File: config.mk
export PLATFORM = sky130hd
export DESIGN_NAME = crypto_block_responder
export DESIGN_NICKNAME = d
export VERILOG_FILES = /design/src/rtl/crypto_block_responder.sv
export SDC_FILE = /design/constraint.sdc
export NUM_CORES = 1
export LEC_CHECK = 0
export BUFFER_PORTS_ARGS = -buffer_cell sky130_fd_sc_hd__buf_4
export CORE_ASPECT_RATIO = 2
export CORE_MARGIN = 4
export CORE_UTILIZATION = 25
export DETAILED_ROUTE_END_ITERATION = 6
export HOLD_SLACK_MARGIN = 0.12
export PLACE_DENSITY_LB_ADDON = 0.08
export SETUP_SLACK_MARGIN = 0.4
export SYNTH_ARGS = -nofsm -noshare
export SYNTH_HDL_FRONTEND = slang
export SYNTH_SLANG_ARGS = --single-unit
File: constraint.sdc
create_clock -name crypto_clk -period 23.1 [get_ports crypto_clk]
set_clock_uncertainty 0.05 [all_clocks]
set_input_delay 5.775 -clock crypto_clk [delete_from_list [all_inputs] [get_ports crypto_clk]]
set_output_delay 5.775 -clock crypto_clk [all_outputs]
set_load 0.01 [all_outputs]
File: src/rtl/crypto_block_responder.sv
// crypto_block_responder: block-interface endpoint wrapping a deterministic iterative
// known-answer round engine with start/ready/done/idle handshake.
module crypto_block_responder #(
    parameter int WIDTH  = 128,
    parameter int ROUNDS = 10
) (
    input  logic             crypto_clk,
    input  logic             crypto_rst,
    input  logic [WIDTH-1:0] crypto_keyout,
    input  logic [WIDTH-1:0] crypto_textout,
    input  logic             crypto_start,
    output logic [WIDTH-1:0] crypto_cipherin,
    output logic             crypto_ready,
    output logic             crypto_done,
    output logic             crypto_idle
);
    typedef enum logic {IDLE, RUN} state_t;
    state_t state, state_next;
    logic [WIDTH-1:0] st, key_reg, st_round;
    logic [7:0] rnd;
    logic accept, last;

    always_comb begin
        accept     = (state == IDLE) && crypto_start;
        last       = (state == RUN) && (rnd == 8'(ROUNDS));
        st_round   = {st[WIDTH-2:0], st[WIDTH-1]} ^ key_reg ^ {{(WIDTH-8){1'b0}}, rnd};
        state_next = accept ? RUN : last ? IDLE : state;
    end

    always_ff @(posedge crypto_clk or posedge crypto_rst) begin
        if (crypto_rst) state <= IDLE;
        else state <= state_next;
    end

    // Ready and idle come straight from the state flop, so the trigger is glitch-free.
    assign crypto_ready = (state == IDLE);
    assign crypto_idle  = (state == IDLE);

    always_ff @(posedge crypto_clk or posedge crypto_rst) begin
        if (crypto_rst) begin
            st              <= '0;
            key_reg         <= '0;
            rnd             <= '0;
            crypto_cipherin <= '0;
            crypto_done     <= 1'b0;
        end else if (accept) begin
            key_reg     <= crypto_keyout;
            st          <= crypto_textout ^ crypto_keyout;
            rnd         <= 8'd1;
            crypto_done <= 1'b0;
        end else if (state == RUN) begin
            st <= st_round;
            if (last) begin
                crypto_cipherin <= st_round;
                crypto_done     <= 1'b1;
            end else begin
                rnd <= rnd + 8'd1;
            end
        end
    end
endmodule

### Word level (Yosys, flattened, before mapping)

Index checks and enable logic that the tools add are counted.

* flip-flop bits (word level): 394
* input port bits: 259
* output and inout bits: 131
* word-level logic and storage cells: 31

* add/subtract/negate cells: 1
* equality and inequality tests: 2
* multiplexer cells: 10
* bitwise operators: 5
* reductions and logical operators: 7

Operators by type and width (number)
* 2-to-1 mux 128 bit: 2
* XOR 128 bit: 2
* XOR 128 x 8 -> 128 bit: 1
* 2-to-1 mux 8 bit: 3
* adder 8 x 1 -> 8 bit, second input constant: 1
* == test 8 x 4 -> 1 bit, second input constant: 1
* 2-to-1 mux 1 bit: 5
* AND reduction 2 bit: 2
* nonzero test 2 bit: 2
* AND reduction 3 bit: 1
* logical AND 1 bit: 2
* != test 2 bit, second input constant: 1
* inverter 1 bit: 2

### Depth between registers and ports, before layout

Gate-level depths: netlist of run 1.

* depth in word-level cells: 5
* mapped depth: 8
* depth with buffers taken out: 5

### Worst setup path before layout of run 1

No wires, ideal clock.

* path kind: input -> register
* start: input port crypto_start
* end: register key_reg[100]
* library setup time: 0.125 ns
* arrival time: 6.764 ns
* data required time: 22.925 ns
* path slack: 16.161 ns
* cell stages on the path: 5
* buffers on the path: 2
* cells stage by stage: inv_1 nor2_1 clkbuf_1 buf_2 mux2_2

* cells in the longest elaborated chain, start to end: 1

RTL lines
* start, declared: line 11 `input logic crypto_start,`
* logical AND 1 bit: line 24 `accept = (state == IDLE) && crypto_start;`
* end signal, assigned: line 47 `key_reg <= crypto_keyout;`
* end, declared: line 19 `logic [WIDTH-1:0] st, key_reg, st_round;`

Every way passes these cells.
A chain may end at the register's enable or synchronous reset.

### Final worst setup path of run 1

* start: input port crypto_start
* end: register key_reg[21]

Same word-level chain as after synthesis.

==> impl_metrics.ini, run 1 <==
[hold_path]
whs_path_depth = 1
hold_class = reg2reg

[run]
cap_violations = 0

[critical_path]
r2r_end = crypto_cipherin[121]
worstPathMaxFanout = 68
required_ps = 23490
ff2ff_setup_slack_ps = 19630
worstSetupEndpoint = key_reg[21]
worstRegToRegCells = 4
cp-end-kind = register
path_class = in2reg
start_kind = input port
worstPathArrival_ps = 8710
r2r_start = state
startpoint = crypto_start

[synth]
synth_top_area_share_pct = 53.0
synth-seq-area-share_pct = 53.0
synth_top_area_cell = dfrtp_1
synth_ff_type = dfrtp_1
netlist_area_um2 = 18600
synth_enable_flop_cells = 0
async_reset_ff_share_pct = 100
synth_area_leaders = dfrtp_1 53%, xor2_1 12%, mux2_2 10%
synthCells = 1421
ys_types = 37
synth.avg_cell_area_um2 = 13.1
yosys_warnings = 0
ys_seq_elements = 394
syn_nets = 1682

[global_route]
grt_pass1_wl_mm = 85.8
grt_max_degree = 117
grt_usage_pct = 13.8
grt_overflow = 0
antenna_found_initial = 4
grt_pass1_vias = 13500

[clocking]
h-tree-depth = 2
post-cts-setup-buffers = 0
numCtsBuffers = 43
cts_tree = done
clock_path_buffers = 3
cts_root_buffer = clkbuf_16
clock_sinks = 394
ctsHoldBuffers = 0
cts_resized = 0
clkLatencyLatePin_ps = 560
clk_transition_reported_paths_ps = 60

[drt]
drt_wl_total_mm = 55.2
wire_per_inst_um = 20.1
vias = 12000
dr.pass1.iters = 4
ant_nets = 0
drt_iter0_markers = 320
vias_per_cell = 4.37
drc = 0

[timing]
setup_total_negative_slack_ps = 0
hold_viol = 0
period_minus_slack_ps = 8320
tightest_slew_ps = 992
rsz0062_at_grt = no
slew_violations = 0
clock.fmax_mhz = 120
fin_crit_sh_pct = 36.0
setup_violations = 0
slew_headroom_pct = 33.9

[layout]
finalNonFillerCells = 2753
layout-drive-gt1-share_pct = 40.1
nFillCells = 7513
final_nets = 2053
areaGrowthSynthToFinish_pct = 27.7

[placement]
gp_congestion = 0.727
numPortBuffers = 389
place_inst = 2676
hpwl_mm = 37.1

[die]
io_pins = 390
design.core.area_um2 = 73900
dieArea_um2 = 79100
floorplan.initialDensity_pct = 25.2
row_count = 141
die_w_um = 201
fp.dieH_um = 394

[power]
vdd_ir_drop_max_mv = 0.0496
power.density_nw_per_um2 = 130
power.leakage_nw = 11.5

[status]
outcome = finished, final reports clean
[logic make-up after synthesis]
family / after synthesis / synth area share, %
flip-flops: 394 / 53.0
multiplexers: 376 / 23.7
XOR/XNOR: 265 / 12.5
AO/OA/AOI/OAI: 153 / 4.50
AND/OR/NAND/NOR: 148 / 3.30
buffers and inverters: 83 / 2.89
adder cells (fa/ha/maj): 2 / 0.134
[area by class of cell]
class / count / area, um2 / share of cell area (%)
Sequential cell: 394 / 9860 / 41.5
Multi-Input combinational cell: 944 / 8220 / 34.6
Timing Repair Buffer: 403 / 3040 / 12.8
Clock buffer: 69 / 1380 / 5.79
Tap cell: 929 / 1160 / 4.89
Clock inverter: 5 / 53.8 / 0.226
Inverter: 6 / 30.0 / 0.126
Antenna cell: 3 / 7.51 / 0.0316
[critical path, stage by stage]
cell and delay (ps):
clkbuf_8 660, inv_1 240, nor2_4 160, buf_4 610, buf_4 730, mux2_2 420
[metrics by stage]
step / utilization (%) / area [um2] / setup WS [ps] / power (mW) / hold WS [ps]
after global routing: 32.1 / 23700 / 14320 / 3.35 / 474
after floorplan: - / 18600 / 6320 / 2.00 / 451
after CTS: 32.1 / 23700 / 14650 / 3.18 / 461
after detailed placement: 30.2 / 22300 / 14040 / 2.43 / 443
after global placement: 30.2 / 22300 / 14080 / 2.41 / 429
final: 32.1 / 23800 / 14780 / 3.10 / 460
[cell usage after synthesis, types with 6 or more instances]
cell type and instances:
clkbuf_1 26, nand2_1 127, buf_12 10, a21o_1 8, buf_1 10, dfrtp_1 394
buf_2 24, a211oi_1 9, xnor2_1 20, mux2_4 87, mux2_2 168, mux2i_1 120
inv_1 6, xor2_1 245, nor2_1 10, o21ai_0 124
[worst min-delay path by stage]
stage / endpoint / slack [ps] / from
floorplan: key_reg[118] / 450 / key_reg[118]
global placement: crypto_cipherin[125] / 430 / crypto_cipherin[125]
detailed placement: crypto_cipherin[0] / 440 / crypto_cipherin[0]
CTS: crypto_cipherin[92] / 460 / crypto_cipherin[92]
global route: crypto_cipherin[88] / 470 / crypto_cipherin[88]
finish: crypto_cipherin[92] / 460 / crypto_cipherin[92]
[metal layers]
metal	global-route usage, %	up-vias	part of all wire (%)
met5	0	-	0.036
met4	3.56	2	1.9
met3	4.17	52	6.8
met2	22.6	354	47
met1	17.7	6032	44
li1	-	5590	-
[report_power, final]
part | internal [mW] | leakage (nW) | total [mW] | switching, mW
sequential | 1.03 | 4.85 | 1.27 | 0.241
clock | 0.417 | 0.709 | 0.714 | 0.297
combinational | 0.604 | 5.96 | 1.11 | 0.505
total | 2.05 | 11.5 | 3.10 | 1.04
[cell usage in the layout (no fill, tap or decap), types with 2 or more instances in the layout]
master,synthesis,layout
a211oi_1,9,9
a21o_1,8,8
a21oi_1,4,4
a311oi_1,2,2
buf_4,5,401
clkbuf_1,26,8
clkbuf_16,0,45
clkbuf_8,0,17
clkinv_2,0,3
dfrtp_1,394,393
diode_2,0,3
ha_1,2,2
inv_1,6,5
mux2_2,168,168
mux2_4,87,87
mux2i_1,120,120
nand2_1,127,127
nand3_1,3,3
nor2_1,10,9
o21ai_0,124,124
xnor2_1,20,20
xor2_1,245,245
Power figures use the tool's default switching activity.
==> inputs of run 2 (changes only) <==
==> constraint.sdc (replaced) <==
create_clock -name crypto_clk -period 8.29 [get_ports crypto_clk]
set_clock_uncertainty 0.05 [all_clocks]
set_input_delay 2.0725 -clock crypto_clk [delete_from_list [all_inputs] [get_ports crypto_clk]]
set_output_delay 2.0725 -clock crypto_clk [all_outputs]
set_load 0.01 [all_outputs]
==> run 2 against run 1 <==
  * Clock power increased to 2.8 times the previous value
  * Power increased to 2.8 times the previous value
  * Clock-buffer cell count shrank 6
  * Register-to-register slack got worse by 15000 ps
  * Wire length decreased by 1.4%
  * Sequential cell count unchanged
  * Worst setup slack worse by 10000 ps
  * Critical endpoint is now crypto_ready
  * Largest cell class unchanged
  * Highest routed layer is now met4
==> impl_metrics.ini, run 2 (synthesized netlist as in run 1, its figures left out) <==
[timing]
rsz0062_at_grt = no
slew_violations = 0
whs_ps = 449
tightest_slew_ps = 1050
period_minus_slack_ps = 3900
setup_violations = 0
slew_headroom_pct = 29.7
hold_viol = 0
setup_slack_ps = 4390
clock.fmax_mhz = 257
setup_total_negative_slack_ps = 0
fin_crit_sh_pct = 47.0

[drt]
drc = 0
ant_nets = 0
wire_per_inst_um = 19.8
vias = 11900
vias_per_cell = 4.34
drt_iter0_markers = 330
dr.pass1.iters = 5
drt_wl_total_mm = 54.5

[status]
outcome = finished, final reports clean

[clocking]
clkLatencyLatePin_ps = 570
h-tree-depth = 2
cts_root_buffer = clkbuf_16
post-cts-setup-buffers = 0
clock_path_buffers = 3
ctsHoldBuffers = 0
clk_transition_reported_paths_ps = 60
cts_tree = done
numCtsBuffers = 43
clock_sinks = 394
cts_resized = 0

[hold_path]
min_from = crypto_cipherin[125]
whs_path_depth = 1
hold_class = reg2reg
whs_endpoint = crypto_cipherin[125]

[power]
p_comb_share_pct = 35.9
clockPowerShare_pct = 22.9
vdd_ir_drop_max_mv = 0.171
power.density_nw_per_um2 = 362
finalPower_mw = 8.61
p_switching_mw = 2.90
p_seq_share_pct = 41.1
power.internal_mw = 5.71
swShare_pct = 33.7
power.leakage_nw = 11.5

[critical_path]
cp_slowest_cell = dfrtp_4
cp-end-kind = output pin
worstPathArrival_ps = 1770
path_class = reg2out
r2r_end = crypto_cipherin[89]
r2r_start = state
worstPathMaxFanout = 39
slowest_delay_ps = 710
start_kind = register
crit_chain = inv_1, buf_4
required_ps = 6170
ff2ff_setup_slack_ps = 5110
worstRegToRegCells = 4

[layout]
post-route-util_pct = 32.1
layout_common_cells = 400 x buf_4, 393 x dfrtp_1, 245 x xor2_1, 168 x mux2_2, 127 x nand2_1
final_nets = 2054
nFillCells = 7521
areaGrowthSynthToFinish_pct = 27.7
layout-drive-gt1-share_pct = 40.1
final_common_cell = buf_4

[global_route]
grt_usage_pct = 13.5
grt_max_degree = 141
use_met3_pct = 4.16
use_met2_pct = 22.4
grt_pass1_vias = 13600
grt_pass1_wl_mm = 84.7
grt_overflow = 0
use_met1_pct = 17.2
antenna_found_initial = 1
grt_busiest_layer = met2

[placement]
preCtsSetupSlack_ps = 3820
hpwl_mm = 36.6
numPortBuffers = 389
gp_congestion = 0.729

[die]
die_w_um = 201
design.core.area_um2 = 73900
dieArea_um2 = 79100
floorplan.initialDensity_pct = 25.2
fp.dieH_um = 394
io_pins = 390
row_count = 141

[run]
cap_violations = 0
## run 2: critical path: cells and delay by family (launching register included)
| family | cells | cell delay [ps] |
|---|---|---|
| buffers and inverters | 2 | 500 |
| DFF | 1 | 710 |
## run 2: layer usage
layer / share of wire (%) / routed length (um)
met1: 44 / 23800
met2: 47 / 25600
met3: 6.8 / 3720
met4: 2.3 / 1250
met5: 0 / 0
## run 2: layout make-up
type	instances	area [um2]	share of cell area [%]
Inverter	6	26.3	0.111
Antenna cell	1	2.50	0.0105
Timing Repair Buffer	404	3080	13.0
Clock buffer	63	1300	5.49
Clock inverter	9	100	0.421
Multi-Input combinational cell	944	8220	34.6
Sequential cell	394	9860	41.5
Tap cell	929	1160	4.89
## run 2: power by group through the flow
stage | combinational [mW] | clock, mW | sequential (mW)
after floorplan | 2.06 | 0 | 3.51
after global placement | 3.13 | 0 | 3.58
after detailed placement | 3.16 | 0 | 3.59
after CTS | 3.18 | 2.09 | 3.57
after global routing | 3.51 | 2.14 | 3.67
final | 3.09 | 1.97 | 3.54
## run 2: worst max path at each step
stage,startpoint,endpoint,slack (ps)
after floorplan,crypto_rst,crypto_cipherin[0],870
after global placement,crypto_start,key_reg[79],3870
after detailed placement,crypto_start,key_reg[86],3820
after CTS,state,crypto_ready,4270
after global routing,state,crypto_ready,4240
final,state,crypto_ready,4390
## run 2: through the flow
step | instances | instance area (um2)
floorplan | 1421 | 18600
global placement | 2677 | 22300
detailed placement | 2677 | 22300
CTS | 2749 | 23700
global route | 2749 | 23700
finish | 2750 | 23800
